==> src/rtl/sha3_absorb_ctrl.sv <==
// Keccak absorb sequencer: moves FIFO bytes into the sponge rate lanes, appends
// SHA3/SHAKE padding and hands each full rate block to the f-permutation.
module sha3_absorb_ctrl #(
  parameter int unsigned LEN_W     = 16,
  parameter logic [7:0]  DOM_SHA3  = 8'h06,
  parameter logic [7:0]  DOM_SHAKE = 8'h1F
) (
  input  logic             rclk,
  input  logic             reset_n,
  input  logic             start,
  input  logic [1:0]       sel,
  input  logic             xof,
  input  logic [LEN_W-1:0] msg_len,
  input  logic             in_valid,
  input  logic [7:0]       in_data,
  output logic             in_ready,
  output logic             abs_valid,
  output logic [7:0]       abs_data,
  output logic [7:0]       abs_idx,
  output logic             perm_start,
  input  logic             perm_done,
  output logic [2:0]       full_state,
  output logic             busy,
  output logic             done
);

  typedef enum logic [2:0] {
    ST_IDLE     = 3'd0,
    ST_BLOCK    = 3'd1,
    ST_MANY_PAD = 3'd2,
    ST_C_PAD    = 3'd3,
    ST_F_FUN    = 3'd4,
    ST_F_OUT    = 3'd5
  } state_e;

  localparam logic [LEN_W-1:0] REM_ONE  = LEN_W'(1);
  localparam logic [LEN_W-1:0] REM_ZERO = LEN_W'(0);

  state_e           state_q;
  logic [LEN_W-1:0] rem_q;
  logic [7:0]       idx_q;
  logic [1:0]       sel_q;
  logic             xof_q;
  logic             pad_pending_q;
  logic             pad_first_q;
  logic             perm_issued_q;
  logic             in_ready_q;
  logic             abs_valid_q;
  logic [7:0]       abs_data_q;
  logic [7:0]       abs_idx_q;
  logic             perm_start_q;
  logic             busy_q;
  logic             done_q;

  logic [7:0]       rate_last_s;
  logic [7:0]       pad_byte_s;

  // Highest byte index of the rate selected by the latched sel.
  function automatic logic [7:0] rate_last_f(input logic [1:0] s);
    logic [7:0] r;
    case (s)
      2'd0:    r = 8'd143;
      2'd1:    r = 8'd135;
      2'd2:    r = 8'd103;
      2'd3:    r = 8'd71;
      default: r = 8'd135;
    endcase
    return r;
  endfunction

  // Pad byte for the current position: domain byte first, 0x80 on the final lane byte.
  always_comb begin
    rate_last_s = rate_last_f(sel_q);
    pad_byte_s  = 8'h00;
    if (pad_first_q) begin
      pad_byte_s = xof_q ? DOM_SHAKE : DOM_SHA3;
    end else begin
      pad_byte_s = 8'h00;
    end
    if (idx_q == rate_last_s) begin
      pad_byte_s = pad_byte_s | 8'h80;
    end else begin
      pad_byte_s = pad_byte_s;
    end
  end

  // Absorb FSM with all outputs registered.
  always_ff @(posedge rclk) begin
    if (!reset_n) begin
      state_q       <= ST_IDLE;
      rem_q         <= REM_ZERO;
      idx_q         <= 8'd0;
      sel_q         <= 2'd0;
      xof_q         <= 1'b0;
      pad_pending_q <= 1'b0;
      pad_first_q   <= 1'b0;
      perm_issued_q <= 1'b0;
      in_ready_q    <= 1'b0;
      abs_valid_q   <= 1'b0;
      abs_data_q    <= 8'h00;
      abs_idx_q     <= 8'd0;
      perm_start_q  <= 1'b0;
      busy_q        <= 1'b0;
      done_q        <= 1'b0;
    end else begin
      abs_valid_q  <= 1'b0;
      perm_start_q <= 1'b0;
      done_q       <= 1'b0;
      case (state_q)
        ST_IDLE: begin
          if (start) begin
            sel_q         <= sel;
            xof_q         <= xof;
            rem_q         <= msg_len;
            idx_q         <= 8'd0;
            pad_pending_q <= 1'b0;
            perm_issued_q <= 1'b0;
            busy_q        <= 1'b1;
            if (msg_len != REM_ZERO) begin
              state_q    <= ST_BLOCK;
              in_ready_q <= 1'b1;
            end else begin
              state_q     <= ST_C_PAD;
              pad_first_q <= 1'b1;
              in_ready_q  <= 1'b0;
            end
          end
        end
        ST_BLOCK: begin
          if (in_valid && in_ready_q) begin
            abs_valid_q <= 1'b1;
            abs_data_q  <= in_data;
            abs_idx_q   <= idx_q;
            rem_q       <= rem_q - REM_ONE;
            if (idx_q == rate_last_s) begin
              state_q       <= ST_F_FUN;
              pad_pending_q <= (rem_q == REM_ONE);
              perm_issued_q <= 1'b0;
              in_ready_q    <= 1'b0;
            end else if (rem_q == REM_ONE) begin
              state_q     <= ST_C_PAD;
              idx_q       <= idx_q + 8'd1;
              pad_first_q <= 1'b1;
              in_ready_q  <= 1'b0;
            end else begin
              idx_q <= idx_q + 8'd1;
            end
          end
        end
        ST_C_PAD, ST_MANY_PAD: begin
          abs_valid_q <= 1'b1;
          abs_data_q  <= pad_byte_s;
          abs_idx_q   <= idx_q;
          pad_first_q <= 1'b0;
          if (idx_q == rate_last_s) begin
            state_q       <= ST_F_FUN;
            pad_pending_q <= 1'b0;
            perm_issued_q <= 1'b0;
          end else begin
            idx_q <= idx_q + 8'd1;
          end
        end
        ST_F_FUN: begin
          // The first f_fun cycle carries the block's trailing abs write; launch one cycle later.
          if (!perm_issued_q) begin
            perm_start_q  <= 1'b1;
            perm_issued_q <= 1'b1;
            idx_q         <= 8'd0;
          end else if (perm_done) begin
            perm_issued_q <= 1'b0;
            if (rem_q != REM_ZERO) begin
              state_q    <= ST_BLOCK;
              in_ready_q <= 1'b1;
            end else if (pad_pending_q) begin
              state_q       <= ST_MANY_PAD;
              pad_first_q   <= 1'b1;
              pad_pending_q <= 1'b0;
            end else begin
              state_q <= ST_F_OUT;
              done_q  <= 1'b1;
            end
          end
        end
        ST_F_OUT: begin
          state_q <= ST_IDLE;
          busy_q  <= 1'b0;
        end
        default: begin
          state_q    <= ST_IDLE;
          busy_q     <= 1'b0;
          in_ready_q <= 1'b0;
        end
      endcase
    end
  end

  assign in_ready   = in_ready_q;
  assign abs_valid  = abs_valid_q;
  assign abs_data   = abs_data_q;
  assign abs_idx    = abs_idx_q;
  assign perm_start = perm_start_q;
  assign full_state = state_q;
  assign busy       = busy_q;
  assign done       = done_q;

endmodule

==> config.mk <==
export PLATFORM = sky130hd
export DESIGN_NAME = sha3_absorb_ctrl
export DESIGN_NICKNAME = d
export VERILOG_FILES = /design/src/rtl/sha3_absorb_ctrl.sv
export SDC_FILE = /design/constraint.sdc
export NUM_CORES = 1
export LEC_CHECK = 0
export CAP_MARGIN = 0
export CORE_ASPECT_RATIO = 2
export CORE_UTILIZATION = 50
export CTS_CLUSTER_DIAMETER = 100
export DETAILED_ROUTE_END_ITERATION = 8
export PLACE_DENSITY = 0.84
export REMOVE_ABC_BUFFERS = 1
export SYNTH_ARGS = -nofsm -noshare
export SYNTH_HDL_FRONTEND = slang
export SYNTH_SLANG_ARGS = --single-unit
==> constraint.sdc <==
create_clock -name rclk -period 2.9 [get_ports rclk]
set_clock_uncertainty 0.05 [all_clocks]
set_input_delay 0.29 -clock rclk [delete_from_list [all_inputs] [get_ports rclk]]
set_output_delay 0.29 -clock rclk [all_outputs]
set_load 0.005 [all_outputs]
==> results.json <==
{
  "outcome": "finished, violations left",
  "violations": "DRC",
  "worst_pin_slew_ps": 773,
  "synth_area_um2": 2990,
  "final_hold_viol_count": 0,
  "fillerInstances": 518,
  "synth_edf_count": 0,
  "ys_seq_elements": 54,
  "path_clk_slew_ps": 70,
  "synth.largest_area_cell": "dfxtp_1",
  "synth-async-reset-ratio_pct": 0,
  "p_clk_share_pct": 28.4,
  "rr_worst_depth": 7,
  "rr_endpoint": "rem_q[12]",
  "ctsResizeCount": 0,
  "cap_violations": 0,
  "hp-class": "reg -> reg",
  "num_rows": 39,
  "netlist.area_leader.share_pct": 36.1,
  "worst_slack_ps": 551,
  "hold_path_startpoint": "abs_idx[5]",
  "finalMaxSlewViolations": 0,
  "wl_per_cell_um": 16.8,
  "post-cts-setup-buffers": 0,
  "path_max_fanout": 6,
  "cts_tree": "yes",
  "dp_cells": 484,
  "holdPathStages": 2,
  "dp_worst_setup_slack_ps": 595,
  "synth-main-ff-cell": "dfxtp_1",
  "rsz0062_at_grt": "false",
  "grt_pass1_vias": 2883,
  "h-tree-depth": 2,
  "insertion_delay_ps": 300,
  "vias_per_cell": 6.38,
  "cp-start-kind": "flip-flop",
  "drt-initial-drc-count": 119,
  "antenna_found_initial": 0,
  "grt_start_max_net_pins": 35,
  "synthCells": 388,
  "r2r_slack_ps": 550,
  "ir_drop_mv": 0.433,
  "die_w_um": 56.7,
  "yosys_warnings": 0,
  "cts_root_buffer": "clkbuf_16",
  "cp.arrival_ps": 2490,
  "r2r-start": "rem_q[1]",
  "power.internal_w": 0.00160,
  "grtUsageTotal_pct": 27.0,
  "fin_util_pct": 65.0,
  "synth-seq-area-share_pct": 36.1,
  "cts_inserted_buffers": 5,
  "hold_path_end": "abs_idx[5]",
  "switching_share_pct": 34.3,
  "num_vias": 3134,
  "grt_pass1_wl_um": 13200,
  "clock-sinks": 54,
  "powerDensity_nw_per_um2": 651,
  "ys_types": 61,
  "dieArea_um2": 6320,
  "finalCritPeriodShare_pct": 81.0,
  "synth_common_cells": "54 x dfxtp_1, 43 x nand2_1, 39 x nor2_1",
  "crit_type": "reg -> reg",
  "hold_buffers": 0,
  "pwr-share-comb_pct": 33.4,
  "end_kind": "flip-flop",
  "start_util_pct": 52.0,
  "cts_buffer_depth": 2,
  "period_minus_slack_ps": 2350,
  "antenna_left": 0,
  "syn_to_final_growth_pct": 25.0,
  "fp.dieH_um": 111,
  "wirelength_um": 8270,
  "setup_violations": 0,
  "fmax_mhz": 426,
  "drcViolationCount": 4,
  "syn_avg_cell_area_um2": 7.71,
  "antenna_cells": 0,
  "tns_ps": 0,
  "port_buffers": 55,
  "overflow": 0,
  "io_pins": 56,
  "synthTopCellsByArea": "dfxtp_1 36%, a21oi_1 6.0%, nand2_1 5.4%, nor2_1 4.9%, o21ai_0 3.2%",
  "synth.most_common_cell": "dfxtp_1",
  "layoutNonFillerInstCount": 491,
  "finalPower_w": 0.00244,
  "globalplace.congestion": 0.856,
  "core_um2": 5760,
  "hpwl_um": 6080,
  "drtPass1Iterations": 7,
  "leakage_nw": 1.32,
  "power.switching_w": 0.000836,
  "critPathRequiredTime_ps": 3040,
  "fin_nets": 466,
  "maxSlewHeadroom_pct": 48.3,
  "p_seq_share_pct": 38.2,
  "layout-drive-gt1-share_pct": 7.67
}
## how the worst max path moves through the flow
stage | depth (start not counted) | endpoint | from
3_5_place_dp | 7 | rem_q[12] | rem_q[1]
4_1_cts | 7 | rem_q[12] | rem_q[1]
2_1_floorplan | 4 | idx_q[3] | full_state[2]
3_3_place_gp | 7 | rem_q[12] | rem_q[0]
5_1_grt | 7 | rem_q[12] | rem_q[1]
6_report | 7 | rem_q[12] | rem_q[1]
## logic make-up (layout without fill, tap and decap cells)
group                    count (synthesis)  after routing  synth area share [%]
AO/OA/AOI/OAI                          118            118                  26.4
XOR/XNOR                                 1              1                 0.293
adder cells (fa/ha/maj)                  4              4                  1.67
buffers and inverters                   39             81                  5.23
flip-flops                              54             54                  36.1
multiplexers                             4              4                  1.34
AND/OR/NAND/NOR                        168            168                  28.9
## cell usage in the layout, fill, tap and decap left out, types with 4 or more instances in the layout
| cell | n |
|---|---|
| clkdlybuf4s50_1 | 55 |
| dfxtp_1 | 54 |
| nand2_1 | 43 |
| nor2_1 | 39 |
| a21oi_1 | 36 |
| o21ai_0 | 19 |
| nand3_1 | 15 |
| nor3_1 | 14 |
| nor4_1 | 12 |
| buf_4 | 10 |
| nand4_1 | 9 |
| inv_1 | 8 |
| o21a_1 | 8 |
| a211oi_1 | 7 |
| o2111ai_1 | 7 |
| a31oi_1 | 6 |
| o22ai_1 | 5 |
| nand2b_1 | 5 |
| clkbuf_16 | 5 |
| mux2i_1 | 4 |
| ha_1 | 4 |
## worst max-delay path, stage by stage (launching register included)
cell and delay (ps):
dfxtp_1 340, inv_1 120, ha_1 200, or3b_2 510, or3_1 470, nor4_4 200, a31oi_1 120, o221a_1 230
## layer usage
metal  wire, µm  up-vias  share of wire [%]  global-route usage, %
met1       2840     1449                 34                   25.4
met5          0        -                  0                      0
met2       4520      122                 55                   49.8
met3        370       41                4.5                   4.88
met4        548        0                6.6                   19.7
li1           -     1522                  -                      -
## through the flow
step | cell area, µm² | hold slack [ps]
2_1_floorplan | 2870 | 371
3_3_place_gp | 3570 | 388
3_5_place_dp | 3570 | 394
4_1_cts | 3740 | 401
5_1_grt | 3740 | 427
6_report | 3740 | 399
## area by class of cell
class | count | area [µm²] | share of cell area [%]
Timing Repair Buffer | 65 | 626 | 16.7
Multi-Input combinational cell | 295 | 1760 | 46.9
Clock inverter | 1 | 30.0 | 0.803
Clock buffer | 6 | 139 | 3.71
Inverter | 9 | 33.8 | 0.903
Sequential cell | 54 | 1080 | 28.9
Tap cell | 61 | 76.3 | 2.04
## power by group through the flow
stage,logic (W),registers (W),clock network [W]
4_1_cts,0.000803,0.000925,0.000702
3_3_place_gp,0.000789,0.000937,0
2_1_floorplan,0.000533,0.000916,0
6_report,0.000813,0.000930,0.000692
5_1_grt,0.000897,0.000937,0.000733
3_5_place_dp,0.000798,0.000942,0
## sequential cells by signal (all words and copies together), names as in the netlist
register	flops
busy	1
in_ready	1
sel_q	2
done	1
perm_issued_q	1
rem_q	16
pad_pending_q	1
full_state	3
idx_q	8
xof_q	1
abs_idx	8
abs_data	8
pad_first_q	1
perm_start	1
abs_valid	1
Note: power is estimated with default switching activity, not from simulation.
